--- src/rtl/muldiv_unit.sv ---
// RV32M/RV64M multi-cycle multiply/divide unit for the EX stage, valid/ready on both sides.
// Optional divide-result reuse cache is built when MULDIV_DIV_REUSE_EN is defined.
module muldiv_unit #(
   parameter int XLEN        = 32,
   parameter int MUL_LATENCY = 2,
   parameter int TAG_W       = 5
) (
   input  logic             clk,
   input  logic             rst,
   input  logic             flush,
   input  logic             req_valid,
   output logic             req_ready,
   input  logic [2:0]       req_op,
   input  logic [XLEN-1:0]  req_a,
   input  logic [XLEN-1:0]  req_b,
   input  logic [TAG_W-1:0] req_tag,
   output logic             resp_valid,
   input  logic             resp_ready,
   output logic [XLEN-1:0]  resp_result,
   output logic [TAG_W-1:0] resp_tag,
   output logic             busy
);
   localparam int CW = $clog2(XLEN + 1);
   localparam logic [XLEN-1:0] MIN_NEG = {1'b1, {(XLEN-1){1'b0}}};
   localparam logic [1:0] S_IDLE = 2'd0, S_MUL = 2'd1, S_DIV = 2'd2, S_DONE = 2'd3;

   logic [1:0]       state_q, state_d, op_q, op_d;
   logic [TAG_W-1:0] tag_q, tag_d;
   logic [XLEN-1:0]  a_q, a_d, b_q, b_d, rem_q, rem_d, quo_q, quo_d, dvs_q, dvs_d, res_q, res_d;
   logic [CW-1:0]    cnt_q, cnt_d;
   logic             negq_q, negq_d, negr_q, negr_d;

   logic              accept, d_sgn, a_neg, b_neg, ovf, hit, ma_sgn, mb_sgn;
   logic [XLEN-1:0]   abs_a, abs_b, q_fix, r_fix, mul_res, hit_q, hit_r;
   logic [2*XLEN-1:0] mul_a, mul_b, prod;
   logic [XLEN:0]     shifted, diff;

   assign accept = req_valid && req_ready && !flush;
   assign d_sgn  = ~req_op[0];
   assign a_neg  = d_sgn & req_a[XLEN-1];
   assign b_neg  = d_sgn & req_b[XLEN-1];
   assign abs_a  = a_neg ? -req_a : req_a;
   assign abs_b  = b_neg ? -req_b : req_b;
   assign ovf    = d_sgn && (req_a == MIN_NEG) && (req_b == '1);

   // Low 2*XLEN bits of the sign-extended product cover every MUL variant.
   assign ma_sgn  = (op_q == 2'b01) || (op_q == 2'b10);
   assign mb_sgn  = (op_q == 2'b01);
   assign mul_a   = {{XLEN{ma_sgn & a_q[XLEN-1]}}, a_q};
   assign mul_b   = {{XLEN{mb_sgn & b_q[XLEN-1]}}, b_q};
   assign prod    = mul_a * mul_b;
   assign mul_res = (op_q == 2'b00) ? prod[XLEN-1:0] : prod[2*XLEN-1:XLEN];

   assign shifted = {rem_q, quo_q[XLEN-1]};
   assign diff    = shifted - {1'b0, dvs_q};
   assign q_fix   = negq_q ? -quo_q : quo_q;
   assign r_fix   = negr_q ? -rem_q : rem_q;

`ifdef MULDIV_DIV_REUSE_EN
   logic            c_vld_q, c_vld_d, c_uns_q, c_uns_d;
   logic [XLEN-1:0] c_a_q, c_a_d, c_b_q, c_b_d, c_q_q, c_q_d, c_r_q, c_r_d;
   assign hit   = c_vld_q && (req_a == c_a_q) && (req_b == c_b_q) && (req_op[0] == c_uns_q);
   assign hit_q = c_q_q;
   assign hit_r = c_r_q;
`else
   assign hit   = 1'b0;
   assign hit_q = '0;
   assign hit_r = '0;
`endif

   always_comb begin
      state_d = state_q; op_d = op_q; tag_d = tag_q; a_d = a_q; b_d = b_q;
      rem_d = rem_q; quo_d = quo_q; dvs_d = dvs_q; res_d = res_q; cnt_d = cnt_q;
      negq_d = negq_q; negr_d = negr_q;
`ifdef MULDIV_DIV_REUSE_EN
      c_vld_d = c_vld_q; c_uns_d = c_uns_q; c_a_d = c_a_q; c_b_d = c_b_q;
      c_q_d = c_q_q; c_r_d = c_r_q;
`endif
      case (state_q)
         S_IDLE: if (accept) begin
            op_d = req_op[1:0]; tag_d = req_tag; a_d = req_a; b_d = req_b;
            if (!req_op[2]) begin
               state_d = S_MUL;
               cnt_d   = CW'(MUL_LATENCY - 1);
            end else begin
               // Fast cases pass through DIV with cnt=0 so the fixup edge lands one cycle later.
               state_d = S_DIV; cnt_d = '0; negq_d = 1'b0; negr_d = 1'b0;
               rem_d = '0; dvs_d = abs_b;
`ifdef MULDIV_DIV_REUSE_EN
               c_vld_d = hit;
`endif
               if (hit) begin
                  quo_d = hit_q; rem_d = hit_r;
               end else if (req_b == '0) begin
                  quo_d = '1; rem_d = req_a;
               end else if (ovf) begin
                  quo_d = req_a;
               end else begin
                  cnt_d = CW'(XLEN); quo_d = abs_a;
                  negq_d = a_neg ^ b_neg; negr_d = a_neg;
               end
            end
         end
         S_MUL: begin
            if (cnt_q == '0) begin
               res_d = mul_res; state_d = S_DONE;
            end else cnt_d = cnt_q - 1'b1;
         end
         S_DIV: begin
            if (cnt_q != '0) begin
               cnt_d = cnt_q - 1'b1;
               if (!diff[XLEN]) begin
                  rem_d = diff[XLEN-1:0]; quo_d = {quo_q[XLEN-2:0], 1'b1};
               end else begin
                  rem_d = shifted[XLEN-1:0]; quo_d = {quo_q[XLEN-2:0], 1'b0};
               end
            end else begin
               res_d   = op_q[1] ? r_fix : q_fix;
               state_d = S_DONE;
`ifdef MULDIV_DIV_REUSE_EN
               c_vld_d = 1'b1; c_a_d = a_q; c_b_d = b_q; c_uns_d = op_q[0];
               c_q_d = q_fix; c_r_d = r_fix;
`endif
            end
         end
         S_DONE: if (resp_ready) state_d = S_IDLE;
         default: state_d = S_IDLE;
      endcase
      if (flush) begin
         state_d = S_IDLE;
`ifdef MULDIV_DIV_REUSE_EN
         c_vld_d = 1'b0;
`endif
      end
   end

   always_ff @(posedge clk or posedge rst) begin
      if (rst) begin
         state_q <= S_IDLE; op_q <= '0; tag_q <= '0; a_q <= '0; b_q <= '0;
         rem_q <= '0; quo_q <= '0; dvs_q <= '0; res_q <= '0; cnt_q <= '0;
         negq_q <= 1'b0; negr_q <= 1'b0;
`ifdef MULDIV_DIV_REUSE_EN
         c_vld_q <= 1'b0; c_uns_q <= 1'b0; c_a_q <= '0; c_b_q <= '0; c_q_q <= '0; c_r_q <= '0;
`endif
      end else begin
         state_q <= state_d; op_q <= op_d; tag_q <= tag_d; a_q <= a_d; b_q <= b_d;
         rem_q <= rem_d; quo_q <= quo_d; dvs_q <= dvs_d; res_q <= res_d; cnt_q <= cnt_d;
         negq_q <= negq_d; negr_q <= negr_d;
`ifdef MULDIV_DIV_REUSE_EN
         c_vld_q <= c_vld_d; c_uns_q <= c_uns_d; c_a_q <= c_a_d; c_b_q <= c_b_d;
         c_q_q <= c_q_d; c_r_q <= c_r_d;
`endif
      end
   end

   assign req_ready   = (state_q == S_IDLE);
   assign busy        = (state_q != S_IDLE);
   assign resp_valid  = (state_q == S_DONE);
   assign resp_result = res_q;
   assign resp_tag    = tag_q;
endmodule

--- config.mk ---
export PLATFORM = sky130hd
export DESIGN_NAME = muldiv_unit
export DESIGN_NICKNAME = d
export VERILOG_FILES = /design/src/rtl/muldiv_unit.sv
export SDC_FILE = /design/constraint.sdc
export NUM_CORES = 2
export LEC_CHECK = 0
export ABC_AREA = 1
export CELL_PAD_IN_SITES_DETAIL_PLACEMENT = 1
export CELL_PAD_IN_SITES_GLOBAL_PLACEMENT = 1
export CORE_MARGIN = 3
export CORE_UTILIZATION = 43
export DETAILED_ROUTE_END_ITERATION = 8
export HOLD_SLACK_MARGIN = 0.06
export PLACE_DENSITY_LB_ADDON = 0.1
export SYNTH_ARGS = -nofsm -noshare
export SYNTH_HDL_FRONTEND = slang
export SYNTH_SLANG_ARGS = --single-unit
--- constraint.sdc ---
create_clock -name clk -period 11.7 [get_ports clk]
set_input_delay 3.51 -clock clk [delete_from_list [all_inputs] [get_ports clk]]
set_output_delay 3.51 -clock clk [all_outputs]
set_load 0.02 [all_outputs]
==> flow_summary.yaml <==
setup_path:
  critical-path-max-stage-delay_ns: 0.89
  reg2reg_depth: 32
  cpMaxStageDelayCell: "fa_1"
  crit_arrival_ns: 10.65
  cp_num_buf_inv: 11
  r2r_slack_ns: 1.52
  critical_path_required_ns: 12.18
  crit_cells: 32
  critical_path.reg2reg.startpoint: "op_q[1]"
  start_kind: "flip-flop"
  crit_path_end: "resp_result[20]"
  reg2reg_to: "resp_result[20]"
  path_max_fanout: 40
  critPathLaunch: "op_q[1]"
  cp_top_family: "adder cells"
  crit_path_end_kind: "flip-flop"
  path_class: "reg -> reg"
  crit_top_cell: "inv_1"
final_layout:
  final_cell_mix: "nand2_1, inv_1, fa_1, nor2_1, nand3_1"
  final_common_cell: "nand2_1"
  drive_gt1_share_pct: 3.17
  fin_util_pct: 46.3
  syn_to_final_growth_pct: 6.50
  nets: 9114
global_route:
  antenna_found_initial: 10
  grt_overflow: 0
  grt_max_degree: 121
  grt_pass1_wl_um: 347000
  grt_pass1_vias: 55300
  grtUsageTotal_pct: 34.1
sta:
  slew_violations: 0
  post-route-min-period_ns: 10.18
  setup_slack_ns: 1.52
  fmax_mhz: 98.3
  tightest_slew_ns: 1.12
  fin_worst_skew_ns: 0.0205
  setup_viol: 0
  period_share_pct: 87.0
  hold_viol: 0
  slew_headroom_pct: 24.9
  final.setup.tns_ns: 0
  finalHoldWorstSlack_ns: 0.480
  rsz0062_at_grt: "no"
yosys:
  yosys_register_bits: 209
  syn-cell-area_um2: 56600
  yosysTopAreaCell: "fa_1"
  synth_cell_types: 58
  seq_area_frac_synth_pct: 9.24
  yosys_warnings: 0
  synthArstFlopShare_pct: 100
  synth.avg_cell_area_um2: 7.28
  postSynthCellCount: 7770
  synthTopCellsByArea: "fa_1, nand2_1, inv_1, dfrtp_1, ha_1"
  syn_nets: 9230
  synth_edf_count: 0
  synth_top_area_share_pct: 39.8
  synth-main-ff-cell: "dfrtp_1"
route:
  postRouteAntennaNets: 0
  first_pass_iters: 5
  drc: 0
  via_per_inst: 5.35
  vias: 50400
  wl_um: 228000
  wl_per_cell_um: 24.2
  drtIter0Drc: 3541
clock_network:
  postCtsResizedCells: 0
  cts.sinks: 209
  postCtsHoldBufs: 0
  cts_root_buf: "clkbuf_16"
  worstSkewPairLatency_ns: 0.59
  cts_htree_levels: 1
  clk_pin_slew_ns: 0.08
  cts_buffer_depth: 3
  post_cts_buffers: 0
  cts_made_buffers: 29
  tritoncts: "done"
flow_run:
  drv_cap: 0
place:
  dp_hpwl_um: 190000
  gp_congestion: 0.975
  port_buffers: 116
  place_ws_ns: 1.70
run_status:
  status: "completed"
floorplanning:
  core_um2: 130000
  io-pin-count: 117
  dieArea_um2: 136000
  initial_core_util_pct: 43.5
  dieWidth_um: 369
  rows: 132
  die_y_um: 369
min_path:
  hold_path_class: "reg -> reg"
sequential cells by signal, summed over array words and instances, names as in the netlist:
register,count
quo_q,32
dvs_q,32
cnt_q,6
a_q,32
negq_q,1
resp_tag,5
resp_result,32
b_q,32
op_q,2
state_q,2
rem_q,32
negr_q,1
synthesized netlist by cell type (10+ instances only):
master	number
a21boi_1	27
a21oi_1	195
buf_1	15
clkbuf_1	328
dfrtp_1	209
fa_1	1126
ha_1	257
inv_1	1945
inv_2	11
nand2_1	2271
nand2_2	18
nand3_1	314
nand3b_1	10
nand4_1	65
nor2_1	408
nor3_1	41
o211ai_1	12
o21ai_0	304
o21ai_1	14
o21bai_1	18
xnor2_1	19
xor2_1	49
through the flow:
step | cells | area (um^2)
final | 9418 | 60300
after global routing | 9417 | 60300
after CTS | 9416 | 60300
after detailed placement | 9365 | 59300
after global placement | 9365 | 59300
after floorplan | 7770 | 56600
area by class of cell:
class / instances / area [um^2]
fillers: 16500 / 69900
multi-input cells: 5238 / 42600
inverters: 1961 / 7370
flip-flops and latches: 209 / 5250
well taps: 1742 / 2180
repair buffers: 215 / 1920
clock buffers: 36 / 782
clock inverters: 15 / 196
diodes: 2 / 5.00
worst min-delay path by stage:
stage | slack, ns | start | cells after the start | to
finish | 0.48 | resp_tag[0] | 2 | resp_tag[0]
global route | 0.52 | resp_tag[1] | 2 | resp_tag[1]
CTS | 0.49 | a_q[4] | 2 | a_q[4]
detailed placement | 0.47 | a_q[4] | 2 | a_q[4]
global placement | 0.47 | dvs_q[23] | 2 | dvs_q[23]
floorplan | 0.45 | dvs_q[23] | 2 | dvs_q[23]
routing by layer:
| layer | global-route usage [%] | up-vias | share of wire (%) |
|---|---|---|---|
| met5 | 0 | - | 0.0057 |
| met4 | 13.2 | 2 | 4.8 |
| met3 | 4.85 | 431 | 6.2 |
| met2 | 55.6 | 1537 | 46 |
| met1 | 46.0 | 26100 | 43 |
| li1 | - | 22300 | - |
worst register-to-register path: cells and delay by family, from the launching register on:
family,cells,cell delay [ns]
adder cells (fa/ha/maj),10,5.34
buffers and inverters,11,2.18
AND/OR/NAND/NOR,9,1.81
AO/OA/AOI/OAI,2,0.44
flip-flops,1,0.33
logic make-up after synthesis:
group	after synthesis	synth area share, %
compound gates	605	5.80
xor+xnor	68	1.05
fa+ha+maj	1383	45.5
buf+inv	2323	15.6
flops	209	9.24
simple gates	3182	22.8
Power is not shown: default switching activity piles up to over one toggle a cycle in this logic, so the estimate is an artifact.
